[config.mk]
export PLATFORM = sky130hd
export DESIGN_NAME = slc3_stim_seq_flat
export DESIGN_NICKNAME = d
export VERILOG_FILES = /design/src/rtl/slc3_stim_pkg.sv /design/src/rtl/slc3_stim_seq_if.sv /design/src/rtl/stim_timer.sv /design/src/rtl/slc3_stim_seq.sv /design/src/flat_wrapper.sv
export SDC_FILE = /design/constraint.sdc
export NUM_CORES = 1
export LEC_CHECK = 0
export CAP_MARGIN = 25
export CORE_UTILIZATION = 59
export DETAILED_ROUTE_END_ITERATION = 8
export GPL_TIMING_DRIVEN = 0
export HOLD_SLACK_MARGIN = 0.15
export PLACE_DENSITY = 0.87
export SLEW_MARGIN = 20
export SYNTH_ARGS = -nofsm -noshare
export SYNTH_HDL_FRONTEND = slang
export SYNTH_SLANG_ARGS = --single-unit
[constraint.sdc]
create_clock -name Clk -period 2.8 [get_ports Clk]
set_input_delay 0.56 -clock Clk [delete_from_list [all_inputs] [get_ports Clk]]
set_output_delay 0.56 -clock Clk [all_outputs]
set_load 0.01 [all_outputs]
[src/rtl/slc3_stim_pkg.sv]
// Shared state encoding and default sizing for the SLC-3 stimulus sequencer.
package slc3_stim_pkg;

    localparam int unsigned DefSwW      = 10;
    localparam int unsigned DefDepth    = 8;
    localparam int unsigned DefPulseCyc = 2;
    localparam int unsigned DefTimeout  = 1024;

    typedef enum logic [3:0] {
        StIdle,
        StReset,
        StRelease,
        StWaitPause,
        StApply,
        StWaitResume,
        StWaitCheck,
        StCheck,
        StDone
    } state_e;

endpackage

[src/rtl/slc3_stim_seq_if.sv]
// CPU-side bundle of the stimulus sequencer: switch/press outputs and the CPU pause/result taps.
interface slc3_stim_seq_if
    import slc3_stim_pkg::*;
#(
    parameter int unsigned SW_W = DefSwW
);
    logic [SW_W-1:0] SW;
    logic            Run_n;
    logic            Continue_n;
    logic            Pause_in;
    logic [15:0]     Result_in;

    modport master (
        output SW,
        output Run_n,
        output Continue_n,
        input  Pause_in,
        input  Result_in
    );

    modport slave (
        input  SW,
        input  Run_n,
        input  Continue_n,
        output Pause_in,
        output Result_in
    );
endinterface

[src/rtl/stim_timer.sv]
// Shared down-counter for press widths and wait timeouts: loads, counts to zero, then holds.
module stim_timer #(
    parameter int unsigned Width = 2
) (
    input  logic             clk_i,
    input  logic             rst_ni,
    input  logic             load_i,
    input  logic [Width-1:0] load_val_i,
    output logic             expired_o
);
    logic [Width-1:0] cnt_q, cnt_d;

    always_comb begin
        cnt_d = cnt_q;
        if (load_i) begin
            cnt_d = load_val_i;
        end else if (cnt_q != '0) begin
            cnt_d = cnt_q - Width'(1);
        end
    end

    always_ff @(posedge clk_i or negedge rst_ni) begin
        if (!rst_ni) begin
            cnt_q <= '0;
        end else begin
            cnt_q <= cnt_d;
        end
    end

    assign expired_o = (cnt_q == '0);
endmodule

[src/rtl/slc3_stim_seq.sv]
// SLC-3 stimulus sequencer: resets the CPU, applies stored switch vectors and tallies results.
// Defining SLC3_STIM_TIMEOUT_EN adds a cycle limit on every wait for a Pause_in edge.
module slc3_stim_seq
    import slc3_stim_pkg::*;
#(
    parameter int unsigned SW_W      = DefSwW,
    parameter int unsigned DEPTH     = DefDepth,
    parameter int unsigned PULSE_CYC = DefPulseCyc,
    parameter int unsigned TIMEOUT   = DefTimeout
) (
    input  logic                     Clk,
    input  logic                     Reset_n,
    input  logic                     Vec_we,
    input  logic [$clog2(DEPTH)-1:0] Vec_addr,
    input  logic [SW_W-1:0]          Vec_sw,
    input  logic [15:0]              Vec_exp,
    input  logic [$clog2(DEPTH):0]   Count,
    input  logic                     Start,
    output logic                     Busy,
    output logic                     Done,
    output logic [$clog2(DEPTH):0]   Pass_cnt,
    output logic [$clog2(DEPTH):0]   Fail_cnt,
    output logic [$clog2(DEPTH)-1:0] Cur_idx,
    slc3_stim_seq_if.master          cpu
);
    localparam int unsigned IW = $clog2(DEPTH);
    localparam int unsigned CW = IW + 1;
`ifdef SLC3_STIM_TIMEOUT_EN
    localparam bit TimeoutEn = 1'b1;
`else
    localparam bit TimeoutEn = 1'b0;
`endif
    // Without the timeout the shared timer only needs to span a press width.
    localparam int unsigned TimerMax = (TimeoutEn && (TIMEOUT > PULSE_CYC)) ? TIMEOUT : PULSE_CYC;
    localparam int unsigned TW       = (TimerMax > 1) ? $clog2(TimerMax) : 1;

    logic [SW_W-1:0] sw_mem  [DEPTH];
    logic [15:0]     exp_mem [DEPTH];

    state_e          state_q, state_d;
    logic [IW-1:0]   idx_q, idx_d;
    logic [IW-1:0]   last_q, last_d, last_start;
    logic [CW-1:0]   pass_q, pass_d;
    logic [CW-1:0]   fail_q, fail_d;
    logic [SW_W-1:0] sw_q, sw_d;
    logic [15:0]     res_q, res_d;
    logic            tmr_load, tmr_expired, wait_expired;
    logic [TW-1:0]   tmr_val;

    // Vector store is deliberately not reset so vectors survive a CPU-side abort.
    always_ff @(posedge Clk) begin
        if (Vec_we) begin
            sw_mem[Vec_addr]  <= Vec_sw;
            exp_mem[Vec_addr] <= Vec_exp;
        end
    end

    always_comb begin
        if (Count == '0) begin
            last_start = '0;
        end else if (Count > CW'(DEPTH)) begin
            last_start = IW'(DEPTH - 1);
        end else begin
            last_start = IW'(Count - CW'(1));
        end
    end

`ifdef SLC3_STIM_TIMEOUT_EN
    assign wait_expired = tmr_expired;
`else
    assign wait_expired = 1'b0;
`endif

    always_comb begin
        state_d = state_q;
        idx_d   = idx_q;
        last_d  = last_q;
        pass_d  = pass_q;
        fail_d  = fail_q;
        sw_d    = sw_q;
        res_d   = res_q;
        unique case (state_q)
            StIdle: begin
                if (Start) begin
                    state_d = StReset;
                    idx_d   = '0;
                    pass_d  = '0;
                    fail_d  = '0;
                    last_d  = last_start;
                end
            end
            StReset: begin
                if (tmr_expired) state_d = StRelease;
            end
            StRelease: begin
                if (tmr_expired) state_d = StWaitPause;
            end
            StWaitPause: begin
                if (cpu.Pause_in) begin
                    state_d = StApply;
                    sw_d    = sw_mem[idx_q];
                end else if (wait_expired) begin
                    state_d = StDone;
                    fail_d  = fail_q + CW'(1);
                end
            end
            StApply: begin
                if (tmr_expired) state_d = StWaitResume;
            end
            StWaitResume: begin
                if (!cpu.Pause_in) begin
                    state_d = StWaitCheck;
                end else if (wait_expired) begin
                    state_d = StDone;
                    fail_d  = fail_q + CW'(1);
                end
            end
            StWaitCheck: begin
                if (cpu.Pause_in) begin
                    state_d = StCheck;
                    res_d   = cpu.Result_in;
                end else if (wait_expired) begin
                    state_d = StDone;
                    fail_d  = fail_q + CW'(1);
                end
            end
            StCheck: begin
                if (res_q == exp_mem[idx_q]) begin
                    pass_d = pass_q + CW'(1);
                end else begin
                    fail_d = fail_q + CW'(1);
                end
                if (idx_q == last_q) begin
                    state_d = StDone;
                end else begin
                    idx_d   = idx_q + IW'(1);
                    sw_d    = sw_mem[idx_d];
                    state_d = StApply;
                end
            end
            StDone: begin
                state_d = StIdle;
            end
            default: begin
                state_d = StIdle;
            end
        endcase
    end

    // Every state change restarts the timer with the budget of the state being entered.
    always_comb begin
        tmr_load = (state_d != state_q);
        tmr_val  = TW'(PULSE_CYC - 1);
`ifdef SLC3_STIM_TIMEOUT_EN
        if ((state_d == StWaitPause) || (state_d == StWaitResume) || (state_d == StWaitCheck)) begin
            tmr_val = TW'(TIMEOUT - 1);
        end
`endif
    end

    stim_timer #(
        .Width (TW)
    ) u_timer (
        .clk_i      (Clk),
        .rst_ni     (Reset_n),
        .load_i     (tmr_load),
        .load_val_i (tmr_val),
        .expired_o  (tmr_expired)
    );

    always_ff @(posedge Clk or negedge Reset_n) begin
        if (!Reset_n) begin
            state_q <= StIdle;
            idx_q   <= '0;
            last_q  <= '0;
            pass_q  <= '0;
            fail_q  <= '0;
            sw_q    <= '0;
            res_q   <= '0;
        end else begin
            state_q <= state_d;
            idx_q   <= idx_d;
            last_q  <= last_d;
            pass_q  <= pass_d;
            fail_q  <= fail_d;
            sw_q    <= sw_d;
            res_q   <= res_d;
        end
    end

    assign cpu.SW         = sw_q;
    assign cpu.Run_n      = !((state_q == StReset) || (state_q == StRelease));
    assign cpu.Continue_n = !((state_q == StReset) || (state_q == StApply));
    assign Busy           = (state_q != StIdle);
    assign Done           = (state_q == StDone);
    assign Pass_cnt       = pass_q;
    assign Fail_cnt       = fail_q;
    assign Cur_idx        = idx_q;
endmodule

[src/flat_wrapper.sv]
// flat-port wrapper written by rule: the top's interface ports become plain ports
module slc3_stim_seq_flat import slc3_stim_pkg::*;
#(
    parameter int unsigned SW_W      = DefSwW,
    parameter int unsigned DEPTH     = DefDepth,
    parameter int unsigned PULSE_CYC = DefPulseCyc,
    parameter int unsigned TIMEOUT   = DefTimeout
)
  (Clk, Reset_n, Vec_we, Vec_addr, Vec_sw, Vec_exp, Count, Start, Busy, Done, Pass_cnt, Fail_cnt, Cur_idx, cpu_SW, cpu_Run_n, cpu_Continue_n, cpu_Pause_in, cpu_Result_in);
  slc3_stim_seq_if #(.SW_W(SW_W)) cpu_i ();
  input  logic Clk;
  input  logic Reset_n;
  input  logic Vec_we;
  input  logic [$clog2(DEPTH)-1:0] Vec_addr;
  input  logic [SW_W-1:0] Vec_sw;
  input  logic [15:0] Vec_exp;
  input  logic [$clog2(DEPTH):0] Count;
  input  logic Start;
  output logic Busy;
  output logic Done;
  output logic [$clog2(DEPTH):0] Pass_cnt;
  output logic [$clog2(DEPTH):0] Fail_cnt;
  output logic [$clog2(DEPTH)-1:0] Cur_idx;
  output wire logic [$bits(cpu_i.SW)-1:0] cpu_SW;
  output wire logic [$bits(cpu_i.Run_n)-1:0] cpu_Run_n;
  output wire logic [$bits(cpu_i.Continue_n)-1:0] cpu_Continue_n;
  input wire logic [$bits(cpu_i.Pause_in)-1:0] cpu_Pause_in;
  input wire logic [$bits(cpu_i.Result_in)-1:0] cpu_Result_in;
  assign cpu_SW = cpu_i.SW;
  assign cpu_Run_n = cpu_i.Run_n;
  assign cpu_Continue_n = cpu_i.Continue_n;
  assign cpu_i.Pause_in = cpu_Pause_in;
  assign cpu_i.Result_in = cpu_Result_in;
  slc3_stim_seq #(.SW_W(SW_W), .DEPTH(DEPTH), .PULSE_CYC(PULSE_CYC), .TIMEOUT(TIMEOUT)) u_core (.Clk(Clk), .Reset_n(Reset_n), .Vec_we(Vec_we), .Vec_addr(Vec_addr), .Vec_sw(Vec_sw), .Vec_exp(Vec_exp), .Count(Count), .Start(Start), .Busy(Busy), .Done(Done), .Pass_cnt(Pass_cnt), .Fail_cnt(Fail_cnt), .Cur_idx(Cur_idx), .cpu(cpu_i));
endmodule
### Yosys cells after proc, flatten, opt, wreduce, memory -nomap -nowiden

Memory sizes are Yosys's and may differ from the RTL's.
Cells that the tools add are included.

| word-level totals | value |
|---|---|
| input port bits | 54 |
| output and inout port bits | 25 |
| RAM bits | 208 |
| bits in registers | 45 |
| latch bits | 0 |
| memories kept | 2 |
| memory bits (read-only) | 0 |

Memories:

| memory | depth | width | rd ports | clocked after Yosys merged registers in | wr ports | RTL line | text |
|---|---|---|---|---|---|---|---|
| u_core.exp_mem | 8 | 16 | 1 | 0 | 1 | slc3_stim_seq.sv:38 | `logic [15:0] exp_mem [DEPTH];` |
| u_core.sw_mem | 8 | 10 | 2 | 0 | 1 | slc3_stim_seq.sv:37 | `logic [SW_W-1:0] sw_mem [DEPTH];` |

| operators by class | value |
|---|---|
| magnitude comparators | 1 |
| equal/unequal tests | 16 |
| reduce and logical (&&, ||, !) cells | 15 |
| multiply operators | 0 |
| muxes and demuxes | 26 |
| divide/modulo/power cells | 0 |
| add/subtract/negate cells | 5 |
| shift-type cells | 0 |
| bitwise gates (word level) | 0 |

Operators with widths:

| operator | number |
|---|---|
| $mux W4 | 11 |
| $pmux W4 S8 | 1 |
| $mux W10 | 2 |
| $pmux W10 S2 | 1 |
| $eq A16 B16 Y1 | 1 |
| $eq A4 B3 Y1 const B | 4 |
| $pmux W4 S2 | 2 |
| $mux W3 | 4 |
| $reduce_and A3 Y1 | 4 |
| $add A4 B1 Y4 const B | 2 |
| $eq A4 B2 Y1 const B | 2 |
| $logic_not A4 Y1 | 2 |
| $ne A2 B2 Y1 const B | 4 |
| $pmux W3 S2 | 1 |
| $eq A4 B1 Y1 const B | 1 |
| $eq A4 B4 Y1 const B | 1 |
| $gt A4 B4 Y1 const B | 1 |
| $mux W1 | 4 |
| $ne A4 B4 Y1 | 1 |
| $reduce_and A2 Y1 | 2 |
| $reduce_bool A2 Y1 | 2 |
| $reduce_bool A4 Y1 | 1 |
| $add A3 B1 Y3 const B | 1 |
| $eq A3 B3 Y1 | 1 |
| 5 further kinds | 7 |

### Depth between registers and ports, before layout

| depth | value |
|---|---|
| depth in word-level cells | 5 |
| mapped depth | 13 |
| mapped depth without buffers | 8 |

### By module

From an unflattened synthesis, not the netlist that was laid out.

| unflattened totals | value |
|---|---|
| cell total of the unflattened synthesis | 637 |
| area total of the unflattened synthesis | 10,849.2 µm² |

Modules (own cells, without submodules):

| module | area an instance (µm²) | cells each | instances | seq. area each (µm²) |
|---|---|---|---|---|
| slc3_stim_seq | 10,814.1 | 634 | 1 | 7,347.0 |
| stim_timer | 35.0 | 3 | 1 | 25.0 |

### Worst setup path after synthesis

No wires, ideal clock.

| timing | value |
|---|---|
| kind | in2reg |
| start | input Vec_addr[1] |
| end | memory u_core.exp_mem[0][0], enable pin |
| data required time | 2,358 ps |
| path buffers | 0 |
| stages on the path | 2 |
| arrival | 2,543 ps |
| path slack | -185 ps |
| cell sequence | nand2b_1 nor3_1 |

RTL lines:

| what | RTL line | text |
|---|---|---|
| start: declaration | flat_wrapper.sv:14 | `input logic [$clog2(DEPTH)-1:0] Vec_addr;` |
| end: declaration | slc3_stim_seq.sv:38 |  |

Straight into the memory's write port.

### Worst setup path in the final report

| timing | value |
|---|---|
| start | register u_core.idx_q[0] (netlist: u_core.Cur_idx[0]) |
| end | register u_core.pass_q[3] (netlist: u_core.Pass_cnt[3]) |

| between the ends | value |
|---|---|
| word-level cells in the longest chain between the ends | 4 |

Ends and longest elaborated chain:

| what | RTL line | text |
|---|---|---|
| start: declaration | slc3_stim_seq.sv:41 | `logic [IW-1:0] idx_q, idx_d;` |
| start signal: assignment | slc3_stim_seq.sv:182 | `idx_q <= idx_d;` |
| $mem_v2 Z8 W16 | -- |  |
| $eq A16 B16 Y1 | slc3_stim_seq.sv:128 | `if (res_q == exp_mem[idx_q]) begin` |
| $ne A2 B1 Y1 (no source line) | -- |  |
| $reduce_and A3 Y1 (no source line) | -- |  |
| end signal: assignment | slc3_stim_seq.sv:184 | `pass_q <= pass_d;` |
| end: declaration | slc3_stim_seq.sv:43 | `logic [CW-1:0] pass_q, pass_d;` |

No other way between the ends.
A chain may end at the register's enable or synchronous reset.

==> reports/results.ini <==
[sta]
hold_violations=0
maxSlewViolCount=0
period_needed_ns=3.02
layout_setup_ws_ns=-0.223
slew_headroom_pct=44.1
tightestPinTransition_ns=0.839
fmax_mhz=331
holdWs_ns=0.440
setup_viol=8
skew_ns=0.0193
post-route-period-util_pct=108
rsz0062_at_grt=true

[setup_path]
critPathSlowestCell=dfrtp_2
worstPathArrival_ns=3.44
r2r-start=u_core.Cur_idx[0]$_DFFE_PN0P_
crit_path_max_incr_delay_ns=0.43
path_class=reg -> reg
worst-path-buf-inv=4
path_max_fanout=8
cp_top_family=simple AND/OR/NAND/NOR gates
cp-start-kind=flop
required_ns=3.22
path_depth=12
critPathCaptureType=flop
crit_chain=buf_8, buf_12, mux2i_4, a22o_1, a221oi_2, xor2_1, nor4_2, nand4_1, buf_6, buf_4, o211ai_1, nand3_2
r2r-end=u_core.Pass_cnt[3]$_DFFE_PN0P_
startpoint=u_core.Cur_idx[0]$_DFFE_PN0P_
regToRegSetupSlack_ns=-0.22
reg2reg_depth=12

[logic_synthesis]
synth_cells=629
syn_nets=687
synthArstFlopShare_pct=17.8
synth_seq_cells=253
synth_ff_type=edfxtp_1
synth-edff-count=208
avgSynthCellArea_sq_um=17.3
synth_top_area_cell=edfxtp_1
yosysWarnings=0
ys_types=47
yosysTopAreaCellShare_pct=57.5
synth_area_leaders=edfxtp_1, mux4_2, dfrtp_1
netlist_area_sq_mm=0.0109
yosysSeqAreaShare_pct=67.8

[route]
route.detailed.drc=0
viasPerCell=6.59
drtPass1Iterations=6
wl_um=26400
drt_iter0_drc=726
wl_per_cell_um=26.3
ant_nets=0
dr_total_vias=6613

[hold_path]
hold_depth=3
hp-class=in -> reg
worstHoldStart=cpu_Pause_in
holdPathEnd=u_core.state_q[0]$_DFF_PN0_

[clocking]
cts.sinks=253
tritoncts=built
clkTransAtPathRegs_ns=0.07
cts.htree.levels=1
cts_max_path_buffers=3
root_buffer=clkbuf_16
numCtsBuffers=26
clkLatencyLatePin_ns=0.54

[grt]
grt-ovfl-total=0
first_global_vias=6868
grt_max_degree=30
antenna_found_initial=0
track_usage_pct=28.8
grt_pass1_wl_um=39100

[layout]
multi_input_area_sq_mm=0.00349
area_delta_synth_final_pct=23.3
insertedDiodeCount=0
fin_area_sq_mm=0.0134
nNetsFinal=814
register_area_sq_mm=0.00737
num-fill-cells=978
drive_above_1_share_pct=25.9

[place]
placed_area_sq_mm=0.0122
io_buffers=77
gp_congestion=0.828
dpl.hpwl_um=15600

[floorplanning]
rows=49
core_area_sq_mm=0.0180
start_util_pct=60.3
die_h_um=138
die_w_um=138
die_area_sq_mm=0.0190
io_pins=79

[outcome]
violations=negative setup slack
status=finished with violations

[power]
leakagePower_uw=0.00459
power_density_mw_per_mm2=911
vdd_drop_max_uv=960

[job]
drv_cap=0

## how the worst max path moves through the flow
| stage | endpoint | slack [ns] |
|---|---|---|
| floorplan | u_core.Pass_cnt[3]$_DFFE_PN0P_ | 0.16 |
| global placement | u_core.exp_mem[1][2]$_DFFE_PP_ | -1.12 |
| detailed placement | u_core.Pass_cnt[3]$_DFFE_PN0P_ | -0.63 |
| CTS | u_core.Pass_cnt[3]$_DFFE_PN0P_ | -0.05 |
| global route | u_core.Pass_cnt[3]$_DFFE_PN0P_ | -0.29 |
| finish | u_core.Pass_cnt[3]$_DFFE_PN0P_ | -0.22 |
## routing by layer
metal,share of wire [%],vias to the layer above,wire (um),track usage [%]
met5,0,-,0,0
met3,8.6,72,2280,6.07
met1,37,3374,9700,35.7
li1,-,2743,-,-
met2,51,424,13600,49.1
met4,3.1,0,818,12.2
## worst register-to-register path: cells and delay by family (launching register included)
| family | cells | cell delay [ns] |
|---|---|---|
| muxes | 1 | 0.20 |
| and+or+nand+nor | 3 | 0.77 |
| xor gates and xnor gates | 1 | 0.13 |
| DFF | 1 | 0.43 |
| AOI/OAI and AO/OA | 3 | 0.70 |
| buffers and inverters | 4 | 0.66 |
## power breakdown
part	total, uW	leakage (uW)	internal (uW)	switching, uW
Combinational	4060	0.00175	2020	2040
Sequential	4780	0.00245	4480	301
Clock	3370	0.000395	1980	1400
Total	12200	0.00459	8480	3740
## what timing repair did
action / 4_1_cts / 5_1_grt
gates resized for setup: 40 / 34
setup buffers: 6 / 4
hold endpoints to repair: 16 / 0
pin swaps: 12 / 6
gates cloned: 1 / 0
setup endpoints to repair: 18 / 20
hold buffers: 1 / 0
## registers in the layout, summed over array words and instances, names as in the netlist
signal and count:
u_core.Pass_cnt 4, u_core.state_q 4, u_core.res_q 16, u_core.sw_mem 80, u_core.last_q 3, u_core.cpu.SW 10, u_core.Cur_idx 3, u_core.exp_mem 128
u_core.u_timer.cnt_q 1, u_core.Fail_cnt 4
## synth_stat cells, types with 3 or more instances
library cell	count
nor2b_1	6
dfrtp_1	45
xnor2_1	13
edfxtp_1	208
ha_1	4
o21ai_0	24
mux2_2	27
o22ai_1	3
buf_4	3
buf_2	10
xor2_1	8
inv_1	6
a21oi_1	16
nand2b_1	5
and2_1	5
nand3_1	10
mux2i_1	53
mux4_2	55
clkbuf_1	19
nor2_1	28
a22o_1	8
nand2_1	31
a221oi_1	7
## cell type report
cell class | count | share of cell area (%)
buffer | 34 | 2.01
clock buffer | 36 | 5.37
clock inverter | 11 | 0.812
inverter | 6 | 0.168
multi-input combinational | 334 | 26.0
sequential | 253 | 55.0
tap | 229 | 2.14
timing repair buffer | 101 | 8.45
## cells by family (layout without fill, tap and decap cells)
| logic type | Yosys count | count (layout) | share of synthesized area (%) |
|---|---|---|---|
| flip-flops | 253 | 253 | 67.8 |
| multiplexers | 136 | 136 | 19.3 |
| AND/OR/NAND/NOR | 104 | 104 | 4.74 |
| AO/OA/AOI/OAI | 67 | 67 | 3.90 |
| buffers and inverters | 42 | 188 | 1.89 |
| XOR/XNOR | 21 | 21 | 1.69 |
| adder cells (fa/ha/maj) | 6 | 6 | 0.645 |
## placed cells by master (no fill, tap or decap), types with 21 or more instances in the layout
cell type | synthesis | layout
dfrtp_1 | 45 | 43
mux2i_1 | 53 | 50
nor2_1 | 28 | 21
clkbuf_16 | 0 | 27
clkdlybuf4s50_1 | 0 | 75
mux4_2 | 55 | 55
mux2_2 | 27 | 27
nand2_1 | 31 | 31
edfxtp_1 | 208 | 208
o21ai_0 | 24 | 23
## through the flow
step	instances	setup TNS, ns	util, %	setup WS (ns)	total power (uW)
after global placement	935	-217.84	66.2	-1.12	8170
after detailed placement	947	-7.85	67.9	-0.629	8390
final	1004	-1.36	74.3	-0.223	12200
after CTS	1000	-0.137	73.7	-0.0536	12000
after global routing	1004	-1.86	74.3	-0.290	12600
after floorplan	629	0	-	0.162	7190
Note: power is estimated with default switching activity, not from simulation.
